## src/rtl/mips_pkg.sv

```systemverilog
// Shared definitions for the instruction-memory loader: state encoding and
// the width of the big-endian word-count header.
package mips_pkg;

    localparam int HDR_WIDTH = 16;

    typedef enum logic [2:0] {
        IDLE   = 3'd0,
        LEN_HI = 3'd1,
        LEN_LO = 3'd2,
        DATA   = 3'd3,
        WRITE  = 3'd4,
        CHECK  = 3'd5,
        DONE   = 3'd6,
        ERR    = 3'd7
    } loader_state_t;

endpackage

```

## src/rtl/imem_loader.sv

```systemverilog
// Streams a length-prefixed, XOR-checksummed byte image into instruction
// memory one 32-bit word at a time, and holds the processor in reset until
// the whole image has arrived with a matching checksum.
module imem_loader
    import mips_pkg::*;
#(
    parameter logic [31:0] BASE_ADDR = 32'h0000_0000,
    parameter int          MAX_WORDS = 256
) (
    input  logic        clk,
    input  logic        reset,
    input  logic        start,
    input  logic        byte_valid,
    input  logic [7:0]  byte_data,
    output logic        byte_ready,
    output logic        wr_en,
    output logic [31:0] wr_addr,
    output logic [31:0] wr_data,
    output logic        cpu_reset,
    output logic        done,
    output logic        error
);

    localparam logic [31:0] MAX_LIMIT = 32'(MAX_WORDS);

    loader_state_t          state;
    loader_state_t          next_state;
    logic [HDR_WIDTH-1:0]   word_count;
    logic [HDR_WIDTH-1:0]   word_index;
    logic [HDR_WIDTH-1:0]   rx_count;
    logic [1:0]             byte_pos;
    logic [23:0]            assembly;
    logic [7:0]             checksum;
    logic                   accept;
    logic                   last_word;

    assign accept    = byte_valid && byte_ready;
    assign rx_count  = {word_count[HDR_WIDTH-1:8], byte_data};
    assign last_word = (word_index + 16'd1) == word_count;

    // State register; reset returns to IDLE from anywhere, aborting a load.
    always_ff @(posedge clk) begin
        if (reset) begin
            state <= IDLE;
        end else begin
            state <= next_state;
        end
    end

    // Next-state logic and per-state output levels.
    always_comb begin
        next_state = state;
        byte_ready = 1'b0;
        wr_en      = 1'b0;
        cpu_reset  = 1'b1;
        done       = 1'b0;
        error      = 1'b0;
        case (state)
            IDLE, DONE, ERR: begin
                if (state == DONE) begin
                    cpu_reset = 1'b0;
                    done      = 1'b1;
                end
                if (state == ERR) begin
                    error = 1'b1;
                end
                if (start) begin
                    next_state = LEN_HI;
                end
            end
            LEN_HI: begin
                byte_ready = 1'b1;
                if (accept) begin
                    next_state = LEN_LO;
                end
            end
            LEN_LO: begin
                byte_ready = 1'b1;
                if (accept) begin
                    if (32'(rx_count) > MAX_LIMIT) begin
                        next_state = ERR;
                    end else if (rx_count == '0) begin
                        next_state = CHECK;
                    end else begin
                        next_state = DATA;
                    end
                end
            end
            DATA: begin
                byte_ready = 1'b1;
                if (accept && byte_pos == 2'd3) begin
                    next_state = WRITE;
                end
            end
            WRITE: begin
                wr_en      = 1'b1;
                next_state = last_word ? CHECK : DATA;
            end
            CHECK: begin
                byte_ready = 1'b1;
                if (accept) begin
                    next_state = (byte_data == checksum) ? DONE : ERR;
                end
            end
            default: next_state = IDLE;
        endcase
    end

    // Datapath: header capture, word assembly, checksum and write address.
    always_ff @(posedge clk) begin
        if (reset) begin
            word_count <= '0;
            word_index <= '0;
            byte_pos   <= 2'd0;
            assembly   <= 24'd0;
            checksum   <= 8'd0;
            wr_addr    <= BASE_ADDR;
            wr_data    <= 32'd0;
        end else begin
            case (state)
                IDLE, DONE, ERR: begin
                    if (start) begin
                        checksum   <= 8'd0;
                        word_index <= '0;
                        byte_pos   <= 2'd0;
                    end
                end
                LEN_HI: begin
                    if (accept) begin
                        word_count[HDR_WIDTH-1:8] <= byte_data;
                    end
                end
                LEN_LO: begin
                    if (accept) begin
                        word_count[7:0] <= byte_data;
                    end
                end
                DATA: begin
                    if (accept) begin
                        checksum <= checksum ^ byte_data;
                        byte_pos <= byte_pos + 2'd1;
                        if (byte_pos == 2'd3) begin
                            wr_data <= {assembly, byte_data};
                            wr_addr <= BASE_ADDR + (32'(word_index) << 2);
                        end else begin
                            assembly <= {assembly[15:0], byte_data};
                        end
                    end
                end
                WRITE: begin
                    word_index <= word_index + 16'd1;
                end
                default: begin
                end
            endcase
        end
    end

endmodule

```

## config.mk

```make
export PLATFORM = sky130hd
export DESIGN_NAME = imem_loader
export DESIGN_NICKNAME = d
export VERILOG_FILES = /design/src/rtl/mips_pkg.sv /design/src/rtl/imem_loader.sv
export SDC_FILE = /design/constraint.sdc
export NUM_CORES = 1
export LEC_CHECK = 0
export ABC_AREA = 1
export BUFFER_PORTS_ARGS = -buffer_cell sky130_fd_sc_hd__buf_2
export CORE_ASPECT_RATIO = 0.9
export CORE_UTILIZATION = 30
export CTS_CLUSTER_DIAMETER = 80
export DETAILED_ROUTE_END_ITERATION = 16
export GPL_ROUTABILITY_DRIVEN = 0
export HOLD_SLACK_MARGIN = 0.03
export MAX_ROUTING_LAYER = met4
export PLACE_DENSITY_LB_ADDON = 0.12
export SYNTH_ARGS = -nofsm -noshare
export SYNTH_HDL_FRONTEND = slang
export SYNTH_SLANG_ARGS = --single-unit
```

## constraint.sdc

```tcl
create_clock -name clk -period 1.7 [get_ports clk]
set_input_delay 0.085 -clock clk [delete_from_list [all_inputs] [get_ports clk]]
set_output_delay 0.085 -clock clk [all_outputs]
set_load 0.05 [all_outputs]
```

# Word level (Yosys, flattened, before mapping)
# Cells that the tools add are included.
# totals
regBits	117
in_bits	12
output_inout_bits	69
elab_cells	71
# classes
addsub	2
order_cmp	1
eq_ne	16
n_mux	26
n_bitwise	2
n_reduce_logical	15
# ops
operator	n
16-bit one-hot mux with 2 select lines	1
3-bit 2-to-1 mux	8
3-bit one-hot mux with 6 select lines	1
16-bit by 1-bit adder with 16-bit output, second input constant	1
16-bit == test	1
16-bit by 9-bit greater-than comparator with 1-bit output, second input constant	1
16-bit zero test	1
16-bit 2-to-1 mux	1
8-bit 2-to-1 mux	2
8-bit one-hot mux with 2 select lines	1
3-bit == test, second input constant	4
2-bit != test, second input constant	6
1-bit 2-to-1 mux	9
3-bit AND reduction	3
8-bit == test	1
8-bit XOR	1
3-bit by 2-bit == test with 1-bit output, second input constant	2
2-bit AND reduction	3
5-bit AND reduction	1
2-bit 2-to-1 mux	2
2-bit one-hot mux with 2 select lines	1
2-bit nonzero test	2
4-bit OR reduction	1
3-bit by 1-bit == test with 1-bit output, second input constant	1
6 further kinds	7

# Longest topological paths before layout
# depth
ltp_word	7
mapped_depth	16
depth_no_buf	16

# Worst setup path before layout
# No wires, ideal clock.
# synth_timing
path_type	register -> register
startpoint	register state[0]
endpoint	register wr_addr[10]
arrival_ns	1.674
required_time_ns	1.572
slack_ns	-0.101
path_stages_with_launch	12
synth_period_minus_slack_ns	1.801
cell_sequence	dfxtp_1 -> inv_1 -> nor2_1 -> inv_1 -> nand2_2 -> inv_1 -> nor2_4 -> nand3_2 -> buf_2 -> buf_6 -> a21oi_1 -> nor2_1
# synth_between
elab_chain_cells	5
elab_cells_between_ends	8
classes_between	eq/ne: 4; mux: 1; reduce/logical: 3
# synth_lines
element	line_no	text
start: declaration	imem_loader.sv:26	loader_state_t state;
start signal: assignment	imem_loader.sv:46	state <= next_state;
3-bit by 2-bit == test with 1-bit output, or another cell as far along	imem_loader.sv:58	case (state)
4-bit OR reduction (no line) *	--	
1-bit 2-to-1 mux *	imem_loader.sv:58	
named net byte_ready	imem_loader.sv:15	output logic byte_ready,
1-bit logical AND *	imem_loader.sv:37	assign accept = byte_valid && byte_ready;
3-bit AND reduction (no line) *	--	
end signal: assignment	imem_loader.sv:144	wr_addr <= BASE_ADDR + (32'(word_index) << 2);
end: declaration	imem_loader.sv:17	output logic [31:0] wr_addr,
# Mark *: on every way through the listed nets, which the timed path passes. The rest lies on a longest branch.
# A chain may end at the register's enable or synchronous reset.

# Worst setup path after layout
# layout_timing
startpoint	register word_index[1]
endpoint	register state[1]
# layout_between
elab_chain_cells	4
# layout_lines
element	line_no	text
start: declaration	imem_loader.sv:29	logic [HDR_WIDTH-1:0] word_index;
start signal: assignment	imem_loader.sv:151	word_index <= word_index + 16'd1;
16-bit by 1-bit adder with 16-bit output	imem_loader.sv:39	assign last_word = (word_index + 16'd1) == word_count;
16-bit == test	imem_loader.sv:39	
3-bit 2-to-1 mux	imem_loader.sv:97	next_state = last_word ? CHECK : DATA;
3-bit one-hot mux with 6 select lines	imem_loader.sv:58	
# No other way between the ends.

==> summary.txt <==
Run status
  • Run status: finished, violations left
  • Violations in the final reports: design-rule violations, negative setup slack

Power and ir drop
  • Design Power: 9.15 mW
  • Share of power burned in registers: 0.350
  • Switching part of the total power: 0.333
  • Total leakage power: 3.37 nW
  • Logic pwr share: 0.252
  • Power dissipated by switching net loads: 3.05 mW
  • Clk network pwr share: 0.398
  • VDD IR max: 0.846 mV
  • Areal power density over the cells: 1220 nW/um^2
  • Internal power consumption: 6.10 mW

Detailed routing
  • Via count: 5363
  • Number of remaining DRC errors: 1
  • Routed via count divided by cell count: 4.59
  • Initial detailed-routing violation count: 323
  • Final ANT Viol Nets: 0
  • Drt pass-1 iters: 14
  • Routed wirelength normalized by instance count: 13.9 um
  • Detailed Route WL: 16.3 mm

Synth
  • Cell area after synthesis: 5400 um^2
  • Synth Area per Inst: 7.05 um^2
  • Fraction of the mapped netlist area in simple logic gates: 0.254
  • Post-synthesis cell type count: 32
  • Syn. warnings: 0
  • Fraction of the mapped netlist area in compound gates: 0.181
  • Adder-cell area share of the yosys netlist: 0.00463
  • Number of synthesized register bits: 117
  • XOR/XNOR Fraction of Synth Area: 0.0146
  • Mux cell area share after synthesis: 0
  • Cell count after synthesis: 767
  • Combinational family with the most area after synthesis: simple AND/OR/NAND/NOR gates
  • Register area share after synthesis: 0.433

Setup path
  • Top cell family by delay on the critical path: simple AND/OR/NAND/NOR gates
  • Crit-path max FO: 8
  • Critical Path Start Type: register
  • Startpoint-to-endpoint class of the critical path: register to register
  • Cell with the largest stage delay on the worst path: dfxtp_4
  • Delay of the slowest cell on the worst path: 0.36 ns
  • Worst r2r src: word_index[1]
  • Reg-to-reg endpoint: state[1]
  • Cells on worst reg2reg path: 14
  • Type of destination of the critical path: register
  • CP arrival: 2.21 ns
  • Buffering stage count on the worst path with inverters included: 1
  • Worst Path Required: 2.04 ns
  • Worst reg-to-reg setup slack: -0.16 ns
  • Critical path, cell by cell: ha_4 -> nand2_4 -> nor2_4 -> nand4_1 -> buf_4 -> nand3_1 -> nand2_1 -> nand2_1 -> nor2_1 -> nand3_1 -> nand2_1 -> nand2_1 -> nand2_1 -> a21oi_1
  • Cell repeated most along the worst path: nand2_1

Flow run
  • Max-Cap Viols: 0

CTS
  • Total number of H-tree levels: 4
  • CTS tree: yes
  • Root buffer selected by CTS: clkbuf_16
  • Later-pin clock latency in the skew report: 0.42 ns
  • Number of buffers between clock root and the deepest sink: 2
  • Clock transition at the registers of the reported paths: 0.06 ns
  • Total CTS buffers: 17
  • Clock tree sinks: 117

Floorplan
  • Die width: 143 um
  • Core Area: 17600 um^2
  • Die H: 129 um
  • Area of the die: 18600 um^2
  • Number of top-level design ports: 81
  • Total number of placement rows: 46
  • Initial Util: 0.307

Placement
  • Placed inst area: 6380 um^2
  • DPL Wire Length: 10.7 mm
  • Buffers added on ports: 64
  • Pre-CTS WS: -0.247 ns

GRT
  • Wire length of the first global-routing pass: 25.0 mm
  • Via count of the first global-routing pass: 5034
  • Grt ovf: 0
  • Largest net degree at the start of global routing: 76
  • Total global routing track utilization: 0.182
  • Number of antenna violations at the first check in global routing: 0

Finish
  • Fraction of final layout cells sized beyond drive strength 1: 0.278
  • Number of antenna cells inserted: 0
  • Final core utilization: 0.424
  • NumNets Final: 929
  • Total non-filler cell area in the finished layout: 7470 um^2
  • Filler cell count: 1847
  • Area grow syn2layout: 38.3%

Hold path
  • Worst Hold Class: input port to register
  • Hold Path Stages: 4
  • Startpoint of the most critical hold path: byte_data[4]
  • Hold Crit Endpoint: word_count[4]

STA
  • Maximum achievable frequency: 0.537 GHz
  • Max_slew headroom: 0.661
  • Minimum hold slack: 0.0866 ns
  • Worst Tran Pin Value: 0.508 ns
  • Fraction of the cycle the final worst path needs: 1.09
  • Setup repair after global routing missed its margin: true
  • Number of hold violations in the final report: 0
  • Final period demand of the worst path: 1.86 ns
  • Min setup slack post-route: -0.161 ns
  • Final setup violating endpoints: 13
  • Largest clock skew in the final design: 0.00997 ns
  • Number of pins with negative max-slew slack in the final report: 0
state kept, by name (all words and copies together) (netlist names):
signal	count
wr_data	32
word_index	16
word_count	16
assembly	24
wr_addr	16
state	3
byte_pos	2
checksum	8
how the worst max path moves through the flow:
stage	cells past startpoint	slack, ns	from	end
2_1_floorplan	15	0.002	word_index[0]	state[2]
3_3_place_gp	14	-0.22	word_index[0]	state[1]
3_5_place_dp	14	-0.25	word_index[0]	state[1]
4_1_cts	14	-0.15	word_index[1]	state[1]
5_1_grt	13	-0.41	word_index[1]	state[2]
6_report	14	-0.16	word_index[1]	state[1]
Yosys cell counts:
master	count	area share
buf_6	2	0.0042
nor3_1	1	0.00093
xnor2_1	6	0.0097
ha_1	2	0.0046
o21ai_0	79	0.073
inv_1	84	0.058
nor4_1	1	0.0012
and2_2	1	0.0014
a21oi_2	1	0.0016
xor2_1	3	0.0049
dfxtp_1	117	0.43
o211a_1	6	0.011
nor2_4	7	0.015
o41ai_1	1	0.0016
nand3b_1	5	0.0069
buf_4	17	0.024
nand3_1	39	0.036
or2_2	1	0.0012
clkbuf_1	20	0.014
nand2_1	129	0.090
nor2_2	4	0.0046
buf_2	10	0.0093
nand2_2	5	0.0058
nand2_4	1	0.0021
a211oi_1	2	0.0028
nand4_1	9	0.010
o21ai_2	1	0.0016
conb_1	1	0.00069
a21oi_1	96	0.089
inv_2	3	0.0021
nand3_2	1	0.0019
nor2_1	112	0.078
stage by stage:
stage          cells  TNS, ns
2_1_floorplan    782        0
3_3_place_gp    1107   -0.908
3_5_place_dp    1107    -1.27
4_1_cts         1153   -0.583
5_1_grt         1168    -5.75
6_report        1168   -0.576
cells in the final DEF (no fill, tap or decap), types with 7 or more instances in the layout:
cell type and instances:
nand3_1 36, o21ai_1 19, nor2_1 99, clkbuf_16 21, nor2_4 11, conb_1 16
buf_2 64, buf_6 10, o21ai_0 59, dfxtp_1 109, nor2_2 13, nand2_1 120
nand4_1 9, nand2_2 12, inv_6 7, buf_4 77, inv_1 80, a21oi_1 96
layer usage:
metal / part of all wire / global-route usage
met3: 0.040 / 0.0429
met4: 0.015 / 0.0544
met2: 0.44 / 0.271
met1: 0.51 / 0.242
met5: 0 / -
kinds of logic (layout without fill, tap and decap cells):
family / after synthesis / count (layout)
AND/OR/NAND/NOR: 316 / 316
AO/OA/AOI/OAI: 186 / 186
buffers and inverters: 136 / 282
flip-flops: 117 / 117
XOR/XNOR: 9 / 9
adder cells (fa/ha/maj): 2 / 2
other: 1 / 16
power groups by stage:
stage          Combinational, mW  Clock (mW)  Sequential, mW
4_1_cts                     2.17        3.72            3.19
3_5_place_dp                2.09           0            3.25
2_1_floorplan               1.43           0            3.19
3_3_place_gp                2.07           0            3.24
6_report                    2.30        3.65            3.20
5_1_grt                     2.56        3.84            3.23
tightest hold or removal path, stage by stage:
cell	delay (ns)
buf_2	0.12
inv_1	0.06
buf_4	0.13
a21oi_1	0.05
final cells by class:
type / instances / area (um^2) / area share
clock buffer: 17 / 425 / 0.0569
timing repair buffer: 163 / 1250 / 0.167
inverter: 87 / 330 / 0.0442
tap: 240 / 300 / 0.0402
multi-input combinational: 529 / 2650 / 0.354
sequential: 117 / 2360 / 0.315
clock inverter: 15 / 166 / 0.0223
what timing repair did:
item,CTS,global route
pin swaps,18,8
gates resized for setup,30,51
endpoints found under the hold margin,2,0
setup buffers,12,8
gates cloned,0,7
hold buffers,2,0
endpoints found under the setup margin,27,92
No activity file was read; power rests on OpenSTA's default activity.
